===== config.mk =====
export PLATFORM = sky130hd
export DESIGN_NAME = tpu_sram_loader
export DESIGN_NICKNAME = d
export VERILOG_FILES = /design/src/rtl/tpu_sram_loader.sv
export SDC_FILE = /design/constraint.sdc
export NUM_CORES = 1
export LEC_CHECK = 0
export ABC_AREA = 0
export ABC_CLOCK_PERIOD_IN_PS = 11900
export CAP_MARGIN = 30
export CORE_UTILIZATION = 30
export CTS_CLUSTER_DIAMETER = 50
export CTS_CLUSTER_SIZE = 40
export DETAILED_ROUTE_END_ITERATION = 12
export DONT_BUFFER_PORTS = 1
export GPL_ROUTABILITY_DRIVEN = 0
export GPL_TIMING_DRIVEN = 0
export PLACE_DENSITY = 0.44
export SLEW_MARGIN = 20
export SYNTH_ARGS = -nofsm -noshare
export SYNTH_HDL_FRONTEND = slang
export SYNTH_SLANG_ARGS = --single-unit

===== constraint.sdc =====
create_clock -name clk -period 11.9 [get_ports clk]
set_clock_uncertainty 0.1 [all_clocks]
set_input_delay 2.38 -clock clk [delete_from_list [all_inputs] [get_ports clk]]
set_output_delay 2.38 -clock clk [all_outputs]
set_load 0.005 [all_outputs]

===== src/rtl/tpu_sram_loader.sv =====
// Purpose: streams 64-bit host beats into the weight SRAM, then unpacks bytes into the vector SRAM, then kicks tpu_top.
// Latency: each SRAM write appears one cycle after its handshake; tpu_start follows the last vector write by one cycle.
// Backpressure: in_ready is high every cycle of LOAD_W, and once per 8 cycles in LOAD_V while a beat is unpacked.
// Build option: LOADER_VBYTE_MSB_FIRST_EN puts the beat's top byte at the lowest vector address (default is low byte first).
module tpu_sram_loader #(
  parameter int SRAM_DATA_WIDTH = 64,
  parameter int DATA_WIDTH      = 8,
  parameter int W_DEPTH         = 64,
  parameter int V_DEPTH         = 32,
  parameter int W_ADDR_WIDTH    = 6,
  parameter int V_ADDR_WIDTH    = 5
) (
  input  logic                       clk,
  input  logic                       srst,
  input  logic                       load_start,
  input  logic                       in_valid,
  output logic                       in_ready,
  input  logic [SRAM_DATA_WIDTH-1:0] in_data,
  output logic                       sram_write_enable_w,
  output logic [W_ADDR_WIDTH-1:0]    sram_waddr_w,
  output logic [SRAM_DATA_WIDTH-1:0] sram_wdata_w,
  output logic                       sram_write_enable_v,
  output logic [V_ADDR_WIDTH-1:0]    sram_waddr_v,
  output logic [DATA_WIDTH-1:0]      sram_wdata_v,
  output logic                       tpu_start,
  input  logic                       tpu_done,
  output logic                       busy,
  output logic                       load_done
);

  localparam int BYTES = SRAM_DATA_WIDTH / DATA_WIDTH;
  localparam int RW    = $clog2(BYTES + 1);

  typedef enum logic [2:0] {IDLE, LOAD_W, LOAD_V, START, WAIT_DONE} state_t;

  state_t                      state, state_nxt;
  logic [W_ADDR_WIDTH-1:0]     w_cnt;
  logic [V_ADDR_WIDTH-1:0]     v_cnt;
  logic [SRAM_DATA_WIDTH-1:0]  vbuf_dat;
  logic [RW-1:0]               vbuf_left;
  logic                        w_hs, w_last_hs, v_hs, v_last_wr, vbuf_empty;
  logic [DATA_WIDTH-1:0]       in_byte, buf_byte;
  logic [SRAM_DATA_WIDTH-1:0]  in_rest, buf_rest;

  // Byte order of the unpack: the emitted byte sits at one end, the rest shifts toward it.
`ifdef LOADER_VBYTE_MSB_FIRST_EN
  assign in_byte  = in_data[SRAM_DATA_WIDTH-1 -: DATA_WIDTH];
  assign buf_byte = vbuf_dat[SRAM_DATA_WIDTH-1 -: DATA_WIDTH];
  assign in_rest  = in_data << DATA_WIDTH;
  assign buf_rest = vbuf_dat << DATA_WIDTH;
`else
  assign in_byte  = in_data[DATA_WIDTH-1:0];
  assign buf_byte = vbuf_dat[DATA_WIDTH-1:0];
  assign in_rest  = in_data >> DATA_WIDTH;
  assign buf_rest = vbuf_dat >> DATA_WIDTH;
`endif

  // The final vector byte is on the bus this cycle; no further beat may be taken.
  assign v_last_wr  = sram_write_enable_v && (sram_waddr_v == V_ADDR_WIDTH'(V_DEPTH - 1));
  assign vbuf_empty = (vbuf_left == '0);
  assign w_hs       = (state == LOAD_W) && in_valid;
  assign w_last_hs  = w_hs && (w_cnt == W_ADDR_WIDTH'(W_DEPTH - 1));
  assign v_hs       = (state == LOAD_V) && in_valid && vbuf_empty && !v_last_wr;
  assign in_ready   = (state == LOAD_W) || ((state == LOAD_V) && vbuf_empty && !v_last_wr);
  assign busy       = (state != IDLE);

  // State register; srst aborts any load immediately.
  always_ff @(posedge clk or posedge srst) begin
    if (srst) state <= IDLE;
    else      state <= state_nxt;
  end

  // Next-state decode plus the single-cycle start/done pulses.
  always_comb begin
    state_nxt = state;
    tpu_start = 1'b0;
    load_done = 1'b0;
    case (state)
      IDLE:      if (load_start) state_nxt = LOAD_W;
      LOAD_W:    if (w_last_hs) state_nxt = LOAD_V;
      LOAD_V:    if (v_last_wr) state_nxt = START;
      START: begin
        tpu_start = 1'b1;
        state_nxt = WAIT_DONE;
      end
      WAIT_DONE: if (tpu_done) begin
        load_done = 1'b1;
        state_nxt = IDLE;
      end
      default:   state_nxt = IDLE;
    endcase
  end

  // Counters, unpack buffer and registered SRAM write ports.
  always_ff @(posedge clk or posedge srst) begin
    if (srst) begin
      w_cnt               <= '0;
      v_cnt               <= '0;
      vbuf_dat            <= '0;
      vbuf_left           <= '0;
      sram_write_enable_w <= 1'b0;
      sram_waddr_w        <= '0;
      sram_wdata_w        <= '0;
      sram_write_enable_v <= 1'b0;
      sram_waddr_v        <= '0;
      sram_wdata_v        <= '0;
    end else begin
      sram_write_enable_w <= w_hs;
      sram_write_enable_v <= 1'b0;
      if ((state == IDLE) && load_start) begin
        w_cnt     <= '0;
        v_cnt     <= '0;
        vbuf_left <= '0;
      end
      if (w_hs) begin
        sram_waddr_w <= w_cnt;
        sram_wdata_w <= in_data;
        w_cnt        <= w_last_hs ? '0 : w_cnt + 1'b1;
      end
      // A new beat emits its first byte straight away; the rest drain from the buffer.
      if (v_hs) begin
        sram_write_enable_v <= 1'b1;
        sram_waddr_v        <= v_cnt;
        sram_wdata_v        <= in_byte;
        vbuf_dat            <= in_rest;
        vbuf_left           <= RW'(BYTES - 1);
        v_cnt               <= v_cnt + 1'b1;
      end else if (!vbuf_empty) begin
        sram_write_enable_v <= 1'b1;
        sram_waddr_v        <= v_cnt;
        sram_wdata_v        <= buf_byte;
        vbuf_dat            <= buf_rest;
        vbuf_left           <= vbuf_left - 1'b1;
        v_cnt               <= v_cnt + 1'b1;
      end
    end
  end

endmodule


* Word level (Yosys, flattened, before mapping)
Index checks and enable logic that the tools add are counted.
Cells by class: add/subtract/negate cells 3, eq/ne operators 12, multiplexer cells 25, reductions and logical operators 16
Operators with widths (count):
- 64-bit 2-to-1 mux | 2
- 5-bit 2-to-1 mux | 5
- 6-bit 2-to-1 mux | 3
- 8-bit 2-to-1 mux | 2
- 3-bit one-hot mux with 5 select lines | 1
- 3-bit 2-to-1 mux | 4
- 4-bit 2-to-1 mux | 3
- 2-bit inequality test, second input constant | 5
- 1-bit logical AND | 9
- 6-bit by 1-bit adder with 6-bit output, second input constant | 1
- 3-bit by 2-bit == test with 1-bit output, second input constant | 2
- 6-bit == test, second input constant | 1
- 5-bit by 1-bit adder with 5-bit output, second input constant | 1
- 5-bit == test, second input constant | 1
- 1-bit 2-to-1 mux | 5
- 4-bit logical NOT | 1
- 4-bit AND reduction | 1
- 4-bit by 1-bit subtractor with 4-bit output, second input constant | 1
- 3-bit by 1-bit == test with 1-bit output, second input constant | 1
- 3-bit == test, second input constant | 1
- 3-bit logical NOT | 1
- 3-bit by 2-bit inequality test with 1-bit output, second input constant | 1
- 3-bit nonzero test | 1
- 2-bit nonzero test | 1
- 2 further kinds | 2
Storage, ports and cells: bits in registers 167, input port bits 69, output and inout bits 89, word-level logic and storage cells 67

* Depth between registers and ports, before layout
word-level depth 5, depth in mapped cells 7

* Least setup slack after synthesis
Ideal clock, no wire load.
path kind input port to output port, start point input port tpu_done, end point output port load_done, data arrival time 2532 ps, data required time 9420 ps, setup slack 6888 ps, stages 1, path through and3_1
Between the ends: longest elaborated chain between the ends 2
Ends and longest elaborated chain:
- from (decl) | line 26 | input logic tpu_done,
- 1-bit 2-to-1 mux | line 86 | WAIT_DONE: if (tpu_done) begin
- 1-bit 2-to-1 mux | line 78 | case (state)
- to (decl) | line 28 | output logic load_done
Every way passes these cells.

* Worst setup path after layout
Ends and elaborated chain as after synthesis.

==> run metrics <==
Yosys top cell area share 60.1%; fraction of layout cells with a size suffix above 1 22.6%; period utilization 42.3%; crit path launch type primary input; IO Count 158; Post-synth EDFFs 0; Die H 151 microns; PD cells 268 mW/mm^2; Place WS 6.87 ns; Clock Latency Late Sink 0.43 ns; Area after DPL 0.00700 sq mm; crit path capture type output pin; Finish-stage setup viols 0; Max Cap Violations 0; DR vias/cell 4.98; Multi-input gate area 0.00243 sq mm; hold depth 1; ys flop type dfrtp_1; Post-DRT Antenna Nets 0; Worst Path Required 9.42 ns; clk buf depth 2; count of buffer and inverter cells on the critical path 0; n_diodes 0; initial antenna violation count 1; fmax 199 MHz; Async SR Flop Fraction 100%; Post-Synthesis Cells 604; Remaining DRCs 0; Initial Utilization 31.0%; HP Class register to register; post-synth cell types 41; vias 4550; Cell Chain, Critical Path and3_1; peak supply drop 0.0905 mV; Pre-antenna DRT Iters 4; clock tree root buffer cell clkbuf_16; CTS Hold Buffers Added 0; Critical-path top delay cell and3_1; Worst Reg-to-Reg Cells 5; WP depth 1; Max H-tree Level 4; Syn Nets 675; Seq/Total Area, Yosys 60.1%; #FFs+latches synth 159; DIE AREA 0.0227 sq mm; Detail Placement HPWL 12400 microns; GRT overflow 0; Fillers 2166; setup TNS 0 ns; Least-Margin Pin Slew 0.581 ns; largest net degree at the start of global routing 88; drt initial violations 150; unrepaired setup endpoints after global routing false; Layout Nets 696; vias in the first global route 4924; CP peak stage delay 0.17 ns; CTS buffer count 17; biggest area consumer among synthesized cells dfrtp_1; Post-CTS Resized 0; post-route cell area 0.00762 sq mm; Rows 53; Area contributors post-synth dfrtp_1 (60%), mux2_2 (13%), nand2_1 (7.8%); Rel. slew slack 61.2%; Critical Path AT 2.55 ns; Largest delay share family, worst path simple AND/OR/NAND/NOR gates; Total Power 0.00205 W; Reg area 0.00398 sq mm; worst reg2reg setup slack 9.63 ns; final core occ 35.7%; area of the mapped netlist 0.00662 sq mm; Leakage Power 3.28 nW; Core Footprint 0.0214 sq mm; fin worst setup slack 6.87 ns; status complete, no violations; DIE WIDTH 151 microns; global-route wire length before repair 26800 microns; CTS tree built; IO buf count 0; Clock Sinks 159; Crit Path Class primary input to output pin; final WL 17300 microns; Tmin final 5.03 ns; Final Max Tran Viols 0; final-report hold violation count 0; # Post-CTS Setup Buffers 0; area grow syn2layout 15.2%; Syn. warnings 0; Clk pin slew, worst setup/hold paths 0.07 ns; crit-path max FO 3; Syn Area/Cell 11.0 sq um; Avg WL per Cell 18.9 microns; All-Layer GR Usage 16.0%
[final timing paths]
kind	end	start
worst min-delay path	w_cnt[5]	w_cnt[5]
worst max-delay path	load_done	tpu_done
worst min register to register	w_cnt[5]	w_cnt[5]
max in group asynchronous	vbuf_dat[12]	srst
min in group asynchronous	sram_wdata_w[38]	srst
worst max register to register	sram_wdata_v[5]	vbuf_left[0]
[synth_stat cells, types with 2 or more instances]
library cell,instances
a21oi_1,14
a22o_1,2
a31oi_1,58
and3_1,2
buf_2,22
buf_4,5
clkbuf_1,12
dfrtp_1,159
ha_1,2
inv_1,3
mux2_2,74
nand2_1,138
nand2b_1,3
nand3_1,4
nand4_1,3
nor2_1,63
nor2b_1,4
nor3_1,2
o21ai_0,9
or2_2,2
xnor2_1,2
xor2_1,2
[report_power, final]
group	total [W]	internal, W	switching, W
logic	0.000544	0.000245	0.000300
registers	0.000921	0.000758	0.000163
clock network	0.000581	0.000337	0.000244
total	0.00205	0.00134	0.000707
[placed cells by master (no fill, tap or decap), drive strengths merged, types with 3 or more instances in the layout]
cell,n
a31oi,58
a21oi,14
inv,11
bufinv,3
o21ai,10
nand2,138
nor2b,4
nand4,3
nand3,4
mux2,75
dfrtp,159
clkbuf,29
nand2b,3
buf,29
nor2,64
clkinv,3
[sequential cells by signal (all words and copies together) (netlist names)]
register	count
vbuf_left	4
v_cnt	5
sram_write_enable_w	1
sram_write_enable_v	1
vbuf_dat	56
w_cnt	6
sram_wdata_w	64
sram_waddr_w	6
state	3
sram_wdata_v	8
sram_waddr_v	5
[through the flow]
step | hold slack [ns] | cells
3_3_place_gp | 0.403 | 879
5_1_grt | 0.452 | 913
3_5_place_dp | 0.414 | 880
6_report | 0.424 | 913
2_1_floorplan | 0.369 | 604
4_1_cts | 0.427 | 912
[area by class of cell]
cell class                      instances  area share [%]
Sequential cell                       159            52.2
Timing Repair Buffer                    2           0.427
Inverter                                4           0.296
Clock buffer                           17            5.58
Tap cell                              275            4.51
Multi-Input combinational cell        402            31.9
Buffer                                 39            2.53
Clock inverter                         15            2.56
[worst reg2reg max path: cells and delay by family, from the launching register on]
kind                   cells  cell delay [ns]
and+or+nand+nor            1             0.40
buffers and inverters      3             1.09
DFF                        1             0.43
AOI/OAI and AO/OA          1             0.12
[layer usage]
layer,up-vias,part of all wire [%],track usage (%)
met4,0,1.5,6.06
met1,2280,43,19.7
met2,140,48,25.5
met5,-,0,0
met3,19,8.1,5.61
li1,2111,-,-
[logic make-up (layout without fill, tap and decap cells)]
logic type               count (synthesis)  in the layout  synth area share, %
AND/OR/NAND/NOR                        228            228                 14.4
flip-flops                             159            159                 60.1
AO/OA/AOI/OAI                           93             93                 8.64
multiplexers                            75             75                 12.8
buffers and inverters                   43             77                 3.14
XOR/XNOR                                 4              4                0.530
adder cells (fa/ha/maj)                  2              2                0.378
No activity file was read; power rests on OpenSTA's default activity.
